===== src/rtl/axis_pcie_tlp_log_event_mux.sv =====
// axis_pcie_tlp_log_event_mux
// Merges NUM_CH producer log streams into one valid/ready stream. Each channel
// has its own FIFO, and every entry is timestamped in its write cycle.
// Channels are served round-robin. An AFU SoftReset toggle event has priority
// over all channels. finish_logger starts an orderly drain; flush_done reports
// that the drain is complete.
module axis_pcie_tlp_log_event_mux #(
  parameter int NUM_CH     = 4,
  parameter int MSG_W      = 64,
  parameter int FIFO_DEPTH = 8,
  parameter int TS_W       = 64
) (
  input  logic                      clk,
  input  logic                      SoftReset_n,
  input  logic                      afu_softreset,
  input  logic [NUM_CH-1:0]         in_valid,
  input  logic [NUM_CH-1:0]         in_ts_en,
  input  logic [NUM_CH*MSG_W-1:0]   in_msg,
  input  logic                      finish_logger,
  output logic                      out_valid,
  input  logic                      out_ready,
  output logic [$clog2(NUM_CH):0]   out_ch,
  output logic                      out_ts_en,
  output logic [TS_W-1:0]           out_ts,
  output logic [MSG_W-1:0]          out_msg,
  output logic [NUM_CH*16-1:0]      drop_cnt,
  output logic                      flush_done
);
  localparam int CH_W  = $clog2(NUM_CH) + 1;
  localparam int AW    = $clog2(FIFO_DEPTH);
  localparam int PTR_W = AW + 1;
  localparam int E_W   = 1 + TS_W + MSG_W;

  typedef enum logic [1:0] {ST_RUN = 2'd0, ST_DRAIN = 2'd1, ST_DONE = 2'd2} state_t;

  state_t                state_q, state_d;
  logic [TS_W-1:0]       ts_ctr_q, ts_ctr_d;
  logic [CH_W-1:0]       rr_ptr_q, rr_ptr_d;
  logic                  afu_q, afu_d;
  logic                  rst_pend_q, rst_pend_d;
  logic [1:0]            rst_val_q, rst_val_d;
  logic [PTR_W-1:0]      wr_ptr_q [NUM_CH], wr_ptr_d [NUM_CH];
  logic [PTR_W-1:0]      rd_ptr_q [NUM_CH], rd_ptr_d [NUM_CH];
  logic [15:0]           drop_q [NUM_CH], drop_d [NUM_CH];
  logic [E_W-1:0]        mem_q [NUM_CH][FIFO_DEPTH];
  logic                  out_valid_q, out_valid_d;
  logic [CH_W-1:0]       out_ch_q, out_ch_d;
  logic                  out_ts_en_q, out_ts_en_d;
  logic [TS_W-1:0]       out_ts_q, out_ts_d;
  logic [MSG_W-1:0]      out_msg_q, out_msg_d;
  logic                  flush_done_q, flush_done_d;

  logic [NUM_CH-1:0]     empty_s, full_s, pop_s, wr_en_s;
  logic                  load_s, found_s, all_empty_s;
  logic [CH_W-1:0]       grant_s;
  logic [E_W-1:0]        head_s;

  // FIFO status from wrapping pointer comparison
  always_comb begin
    for (int k = 0; k < NUM_CH; k++) begin
      empty_s[k] = (wr_ptr_q[k] == rd_ptr_q[k]);
      full_s[k]  = (wr_ptr_q[k][PTR_W-1] != rd_ptr_q[k][PTR_W-1]) &&
                   (wr_ptr_q[k][AW-1:0] == rd_ptr_q[k][AW-1:0]);
    end
    all_empty_s = &empty_s;
  end

  // Round-robin search from rr_ptr, plus pop/write enables and selected head entry
  always_comb begin
    found_s = 1'b0;
    grant_s = {CH_W{1'b0}};
    head_s  = {E_W{1'b0}};
    load_s  = !out_valid_q || out_ready;
    for (int i = 0; i < NUM_CH; i++) begin
      for (int k = 0; k < NUM_CH; k++) begin
        if (!found_s && !empty_s[k] && (((int'(rr_ptr_q) + i) % NUM_CH) == k)) begin
          found_s = 1'b1;
          grant_s = CH_W'(k);
        end else begin
          found_s = found_s;
        end
      end
    end
    for (int k = 0; k < NUM_CH; k++) begin
      if (found_s && (grant_s == CH_W'(k))) begin
        head_s = mem_q[k][rd_ptr_q[k][AW-1:0]];
      end else begin
        head_s = head_s;
      end
      pop_s[k]   = load_s && !rst_pend_q && found_s && (grant_s == CH_W'(k));
      wr_en_s[k] = in_valid[k] && (state_q == ST_RUN) && (!full_s[k] || pop_s[k]);
    end
  end

  // Next-state: counters, FIFO pointers, drop counts, reset-event capture, output stage, FSM
  always_comb begin
    state_d      = state_q;
    ts_ctr_d     = ts_ctr_q + TS_W'(1);
    rr_ptr_d     = rr_ptr_q;
    afu_d        = afu_softreset;
    rst_pend_d   = rst_pend_q;
    rst_val_d    = rst_val_q;
    out_valid_d  = out_valid_q;
    out_ch_d     = out_ch_q;
    out_ts_en_d  = out_ts_en_q;
    out_ts_d     = out_ts_q;
    out_msg_d    = out_msg_q;
    for (int k = 0; k < NUM_CH; k++) begin
      wr_ptr_d[k] = wr_ptr_q[k] + (wr_en_s[k] ? PTR_W'(1) : PTR_W'(0));
      rd_ptr_d[k] = rd_ptr_q[k] + (pop_s[k] ? PTR_W'(1) : PTR_W'(0));
      if (in_valid[k] && (state_q == ST_RUN) && full_s[k] && !pop_s[k] && (drop_q[k] != 16'hFFFF)) begin
        drop_d[k] = drop_q[k] + 16'd1;
      end else begin
        drop_d[k] = drop_q[k];
      end
    end
    // Output register: reset event first, then the round-robin grant
    if (load_s) begin
      if (rst_pend_q) begin
        out_valid_d = 1'b1;
        out_ch_d    = CH_W'(NUM_CH);
        out_ts_en_d = 1'b1;
        out_ts_d    = ts_ctr_q;
        out_msg_d   = MSG_W'(rst_val_q);
        rst_pend_d  = 1'b0;
      end else if (found_s) begin
        out_valid_d = 1'b1;
        out_ch_d    = grant_s;
        out_ts_en_d = head_s[E_W-1];
        out_ts_d    = head_s[MSG_W +: TS_W];
        out_msg_d   = head_s[MSG_W-1:0];
        rr_ptr_d    = (grant_s == CH_W'(NUM_CH - 1)) ? {CH_W{1'b0}} : grant_s + CH_W'(1);
      end else begin
        out_valid_d = 1'b0;
      end
    end else begin
      out_valid_d = out_valid_q;
    end
    // A toggle captured this cycle wins over the clear above; repeat toggles coalesce
    if ((state_q != ST_DONE) && (afu_softreset != afu_q)) begin
      rst_pend_d = 1'b1;
      rst_val_d  = {afu_q, afu_softreset};
    end else begin
      rst_val_d  = rst_val_q;
    end
    case (state_q)
      ST_RUN: begin
        if (finish_logger) state_d = ST_DRAIN;
        else               state_d = ST_RUN;
      end
      ST_DRAIN: begin
        if (all_empty_s && !rst_pend_q && !out_valid_q) state_d = ST_DONE;
        else                                             state_d = ST_DRAIN;
      end
      ST_DONE: state_d = ST_DONE;
      default: state_d = ST_RUN;
    endcase
    flush_done_d = (state_d == ST_DONE);
  end

  // State registers with asynchronous reset
  always_ff @(posedge clk or negedge SoftReset_n) begin
    if (!SoftReset_n) begin
      state_q      <= ST_RUN;
      ts_ctr_q     <= {TS_W{1'b0}};
      rr_ptr_q     <= {CH_W{1'b0}};
      afu_q        <= 1'b0;
      rst_pend_q   <= 1'b0;
      rst_val_q    <= 2'b00;
      out_valid_q  <= 1'b0;
      out_ch_q     <= {CH_W{1'b0}};
      out_ts_en_q  <= 1'b0;
      out_ts_q     <= {TS_W{1'b0}};
      out_msg_q    <= {MSG_W{1'b0}};
      flush_done_q <= 1'b0;
      for (int k = 0; k < NUM_CH; k++) begin
        wr_ptr_q[k] <= {PTR_W{1'b0}};
        rd_ptr_q[k] <= {PTR_W{1'b0}};
        drop_q[k]   <= 16'd0;
      end
    end else begin
      state_q      <= state_d;
      ts_ctr_q     <= ts_ctr_d;
      rr_ptr_q     <= rr_ptr_d;
      afu_q        <= afu_d;
      rst_pend_q   <= rst_pend_d;
      rst_val_q    <= rst_val_d;
      out_valid_q  <= out_valid_d;
      out_ch_q     <= out_ch_d;
      out_ts_en_q  <= out_ts_en_d;
      out_ts_q     <= out_ts_d;
      out_msg_q    <= out_msg_d;
      flush_done_q <= flush_done_d;
      for (int k = 0; k < NUM_CH; k++) begin
        wr_ptr_q[k] <= wr_ptr_d[k];
        rd_ptr_q[k] <= rd_ptr_d[k];
        drop_q[k]   <= drop_d[k];
      end
    end
  end

  // FIFO storage; contents need no reset because the pointers define validity
  always_ff @(posedge clk) begin
    for (int k = 0; k < NUM_CH; k++) begin
      if (wr_en_s[k]) begin
        mem_q[k][wr_ptr_q[k][AW-1:0]] <= {in_ts_en[k], ts_ctr_q, in_msg[k*MSG_W +: MSG_W]};
      end
    end
  end

  assign out_valid  = out_valid_q;
  assign out_ch     = out_ch_q;
  assign out_ts_en  = out_ts_en_q;
  assign out_ts     = out_ts_q;
  assign out_msg    = out_msg_q;
  assign flush_done = flush_done_q;

  for (genvar g = 0; g < NUM_CH; g++) begin : g_drop
    assign drop_cnt[g*16 +: 16] = drop_q[g];
  end
endmodule


===== config.mk =====
export PLATFORM = sky130hd
export DESIGN_NAME = axis_pcie_tlp_log_event_mux
export DESIGN_NICKNAME = d
export VERILOG_FILES = /design/src/rtl/axis_pcie_tlp_log_event_mux.sv
export SDC_FILE = /design/constraint.sdc
export NUM_CORES = 2
export LEC_CHECK = 0
export ABC_AREA = 1
export ABC_CLOCK_PERIOD_IN_PS = 9100
export CAP_MARGIN = 0
export CORE_UTILIZATION = 35
export DETAILED_ROUTE_END_ITERATION = 10
export GPL_TIMING_DRIVEN = 0
export HOLD_SLACK_MARGIN = 0.12
export SYNTH_ARGS = -nofsm -noshare
export SYNTH_HDL_FRONTEND = slang
export SYNTH_MEMORY_MAX_BITS = 65536
export SYNTH_SLANG_ARGS = --single-unit

===== constraint.sdc =====
create_clock -name clk -period 9.1 [get_ports clk]
set_input_delay 0.91 -clock clk [delete_from_list [all_inputs] [get_ports clk]]
set_output_delay 0.91 -clock clk [all_outputs]
set_load 0.02 [all_outputs]

==> results.tsv <==
stage	metric	value	unit
yosys	mapped cell area	174100	um^2
yosys	Synth area leader	edfxtp_1	
final_layout	fillcell total	45340	
sta	final hold violations	0	
placement	RD Place Congestion	0.9376	
setup_path	Setup CP Type	reg -> reg	
route	WL/cell	28.56	um
flow_run	maxcap violations	6	
clocking	Clock Latency Late Sink	1.07	ns
yosys	#FFs+latches synth	4430	
floorplan	core area	494500	um^2
setup_path	FF-to-FF Start	rd_ptr_q[13]	
route	number of nets with antenna violations after routing	0	
floorplan	Placement Rows	258	
placement	dpl cells	20150	
clocking	H-tree depth	5	
yosys	Syn Inst Count	12870	
yosys	top cells by area, synth	edfxtp_1 (71%), o21ai_0 (4.5%), dfrtp_1 (4.3%), nand2_1 (3.6%), nor2_1 (3.1%)	
setup_path	Worst path slowest cell	buf_2	
setup_path	CP max FO	10	
floorplan	Initial Util	35.20	%
sta	Period minus WS final	7.375	ns
grt	initial antenna violation count	139	
grt	number of global-route vias before repair	112500	
route	DRC errors left	0	
floorplan	die area	500100	um^2
yosys	commonest register cell after synthesis	edfxtp_1	
power	Static Leakage	69.87	nW
final_layout	P&R area growth vs syn	18.14	%
setup_path	CP endpoint kind	flop	
placement	pre-CTS setup slack	2.007	ns
setup_path	Startpoint Class	flop	
clocking	Clock Tree Root	clkbuf_16	
outcome	failing checks	max-capacitance violations, max-slew violations	
grt	Total GRT Usage	23.13	%
route	Final Routed Wirelength	601500	um
clocking	CTS tree	done	
yosys	Syn. warnings	0	
final_layout	Nets	14270	
floorplan	Die X	707.2	um
yosys	syn avg cell area	13.52	um^2
sta	clock skew	0.1377	ns
placement	Post-DP HPWL	424800	um
sta	Tcrit/Tclk final	81.04	%
power	power per cell area	350.9	nW/um^2
yosys	number of synthesized flops with an enable pin	4128	
sta	Max Slew Vio Count	35	
route	vias per cell	5.599	
sta	Setup TNS Final	0	ns
sta	Finish-stage setup viols	0	
grt	gr ovfl total	0	
route	DR pass1 iterations	8	
yosys	Yosys top cell area share	71.22	%
power	Power, Total	72.17	mW
setup_path	Req. time, crit path	10.09	ns
clocking	Clk pin slew, worst setup/hold paths	0.06	ns
setup_path	Worst Setup SP	rd_ptr_q[13]	
sta	RSZ-0062 raised after global routing	no	
route	via count	117900	
grt	first-pass GRT wire length	838100	um
worst_hold_path	kind of path behind the tightest hold check	in -> async	
clocking	clock buffer count from CTS	441	
placement	PortBufs	466	
setup_path	critical path arrival	8.36	ns
floorplan	IO Pins	467	
sta	max frequency	135.6	MHz
sta	Slew @ Worst Pin	1.620	ns
yosys	FFs w/ async S/R, synth	6.817	%
clocking	postcts setup bufs	0	
setup_path	Crit path largest cell delay	0.74	ns
setup_path	most used cell along the critical path	nand2_1	
yosys	sequential share of the synthesized area	75.56	%
grt	largest net degree at the start of global routing	112	
route	initial DRC count	15190	
sta	Slew HR	-7.996	%
final_layout	layout cells sized above 1	7.922	%
yosys	syn nets	13170	
sta	post-route worst setup slack	1.725	ns
clocking	CTS max path bufs	4	
yosys	Synth cell types	48	
floorplan	Die H	707.2	um
outcome	status	finished, violations left	
clocking	Clock Sinks	4430	
power	VDD IR max	0.3617	mV
final_layout	Non-Filler Instances	21060	
==> per-layer routing <==
metal	routed length (um)	part of all wire, %	vias up	global-route usage [%]
met4	30200	5.0	38	10.74
met3	67640	11	1114	6.929
met5	245	0.041	-	0
met1	227400	38	59430	29.33
li1	-	-	50980	-
met2	276000	46	6362	36.45
==> cells in the mapped netlist (all sizes together), types with 132 or more instances <==
cell and n:
o21ai 1604, nor2 1447, dfrtp 302, a21oi 651
o221ai 262, inv 164, o221a 132, a221oi 198
o22ai 259, nand2 1658, nand3 325, edfxtp 4128
o211ai 194, clkbuf 811
==> repair_timing <==
item	CTS	global route
resized for setup	0	0
hold buffers	1	0
endpoints found under the setup margin	0	0
endpoints found under the hold margin	113	0
==> power by group <==
| group | total [mW] | internal (mW) | switching, mW |
|---|---|---|---|
| registers | 23.2 | 22.9 | 0.359 |
| logic | 30.9 | 6.75 | 24.1 |
| clock network | 18.0 | 10.1 | 7.97 |
| total | 72.2 | 39.7 | 32.5 |
==> final timing paths <==
path	endpoint	slack (ns)	cells past startpoint
max	out_msg[36]	1.73	29
min	drop_cnt[3]	0.23	2
max reg2reg	out_msg[36]	1.73	29
min reg2reg	out_msg[55]	0.48	2
max in group asynchronous	ts_ctr_q[32]	6.84	5
min in group clk	afu_q	0.41	1
==> final cells by class <==
| class | instances | area [um^2] | share of cell area (%) |
|---|---|---|---|
| inverter | 165 | 621.8 | 0.3024 |
| buffer | 930 | 3588 | 1.745 |
| timing repair buffer | 654 | 8571 | 4.168 |
| sequential | 4430 | 131600 | 63.98 |
| tap | 6630 | 8295 | 4.034 |
| clock inverter | 247 | 2295 | 1.116 |
| antenna | 79 | 197.7 | 0.09614 |
| multi-input combinational | 7349 | 38610 | 18.77 |
| clock buffer | 577 | 11900 | 5.789 |
==> flip-flops by register name, summed over array words and instances, names as in the netlist, 2 cells and up <==
| name | cells |
|---|---|
| rr_ptr_q | 2 |
| state_q | 2 |
| mem_q | 4128 |
| ts_ctr_q | 64 |
| drop_cnt | 64 |
| out_msg | 64 |
| out_ts | 64 |
| rd_ptr_q | 16 |
| wr_ptr_q | 16 |
| rst_val_q | 2 |
| out_ch | 3 |
==> placed cells by master (no fill, tap or decap), drive strengths merged, types with 259 or more instances in the layout <==
master            n
edfxtp         4128
nand2          1658
o21ai          1604
nor2           1447
clkbuf         1388
a21oi           651
clkdlybuf4s50   465
nand3           325
buf             307
dfrtp           302
o221ai          262
o22ai           259
==> worst max-delay path, delay by kind of cell, from the launching register on <==
kind / cells / cell delay, ns
DFF: 1 / 0.36
adders and majority gates: 1 / 0.18
AOI/OAI and AO/OA: 3 / 1.04
and+or+nand+nor: 19 / 2.99
buffers and inverters: 6 / 2.67
==> kinds of logic (layout without fill, tap and decap cells) <==
family | Yosys count | after routing | synth area share, %
compound gates | 3595 | 3595 | 12.94
xor+xnor | 136 | 136 | 0.6843
fa+ha+maj | 25 | 25 | 0.1797
buf+inv | 1095 | 2573 | 2.405
flops | 4430 | 4430 | 75.56
mux | 2 | 2 | 0.01294
other cells | 0 | 79 | 0
simple gates | 3591 | 3591 | 8.219
==> through the flow <==
stage / hold slack [ns] / instance area [um^2] / util [%]
floorplan: 0.4420 / 174100 / -
global placement: 0.4624 / 187000 / 37.82
detailed placement: 0.4597 / 191100 / 38.64
CTS: 0.1495 / 205300 / 41.51
global route: 0.1936 / 205500 / 41.56
finish: 0.2312 / 205600 / 41.58
No activity file was read; power rests on OpenSTA's default activity.
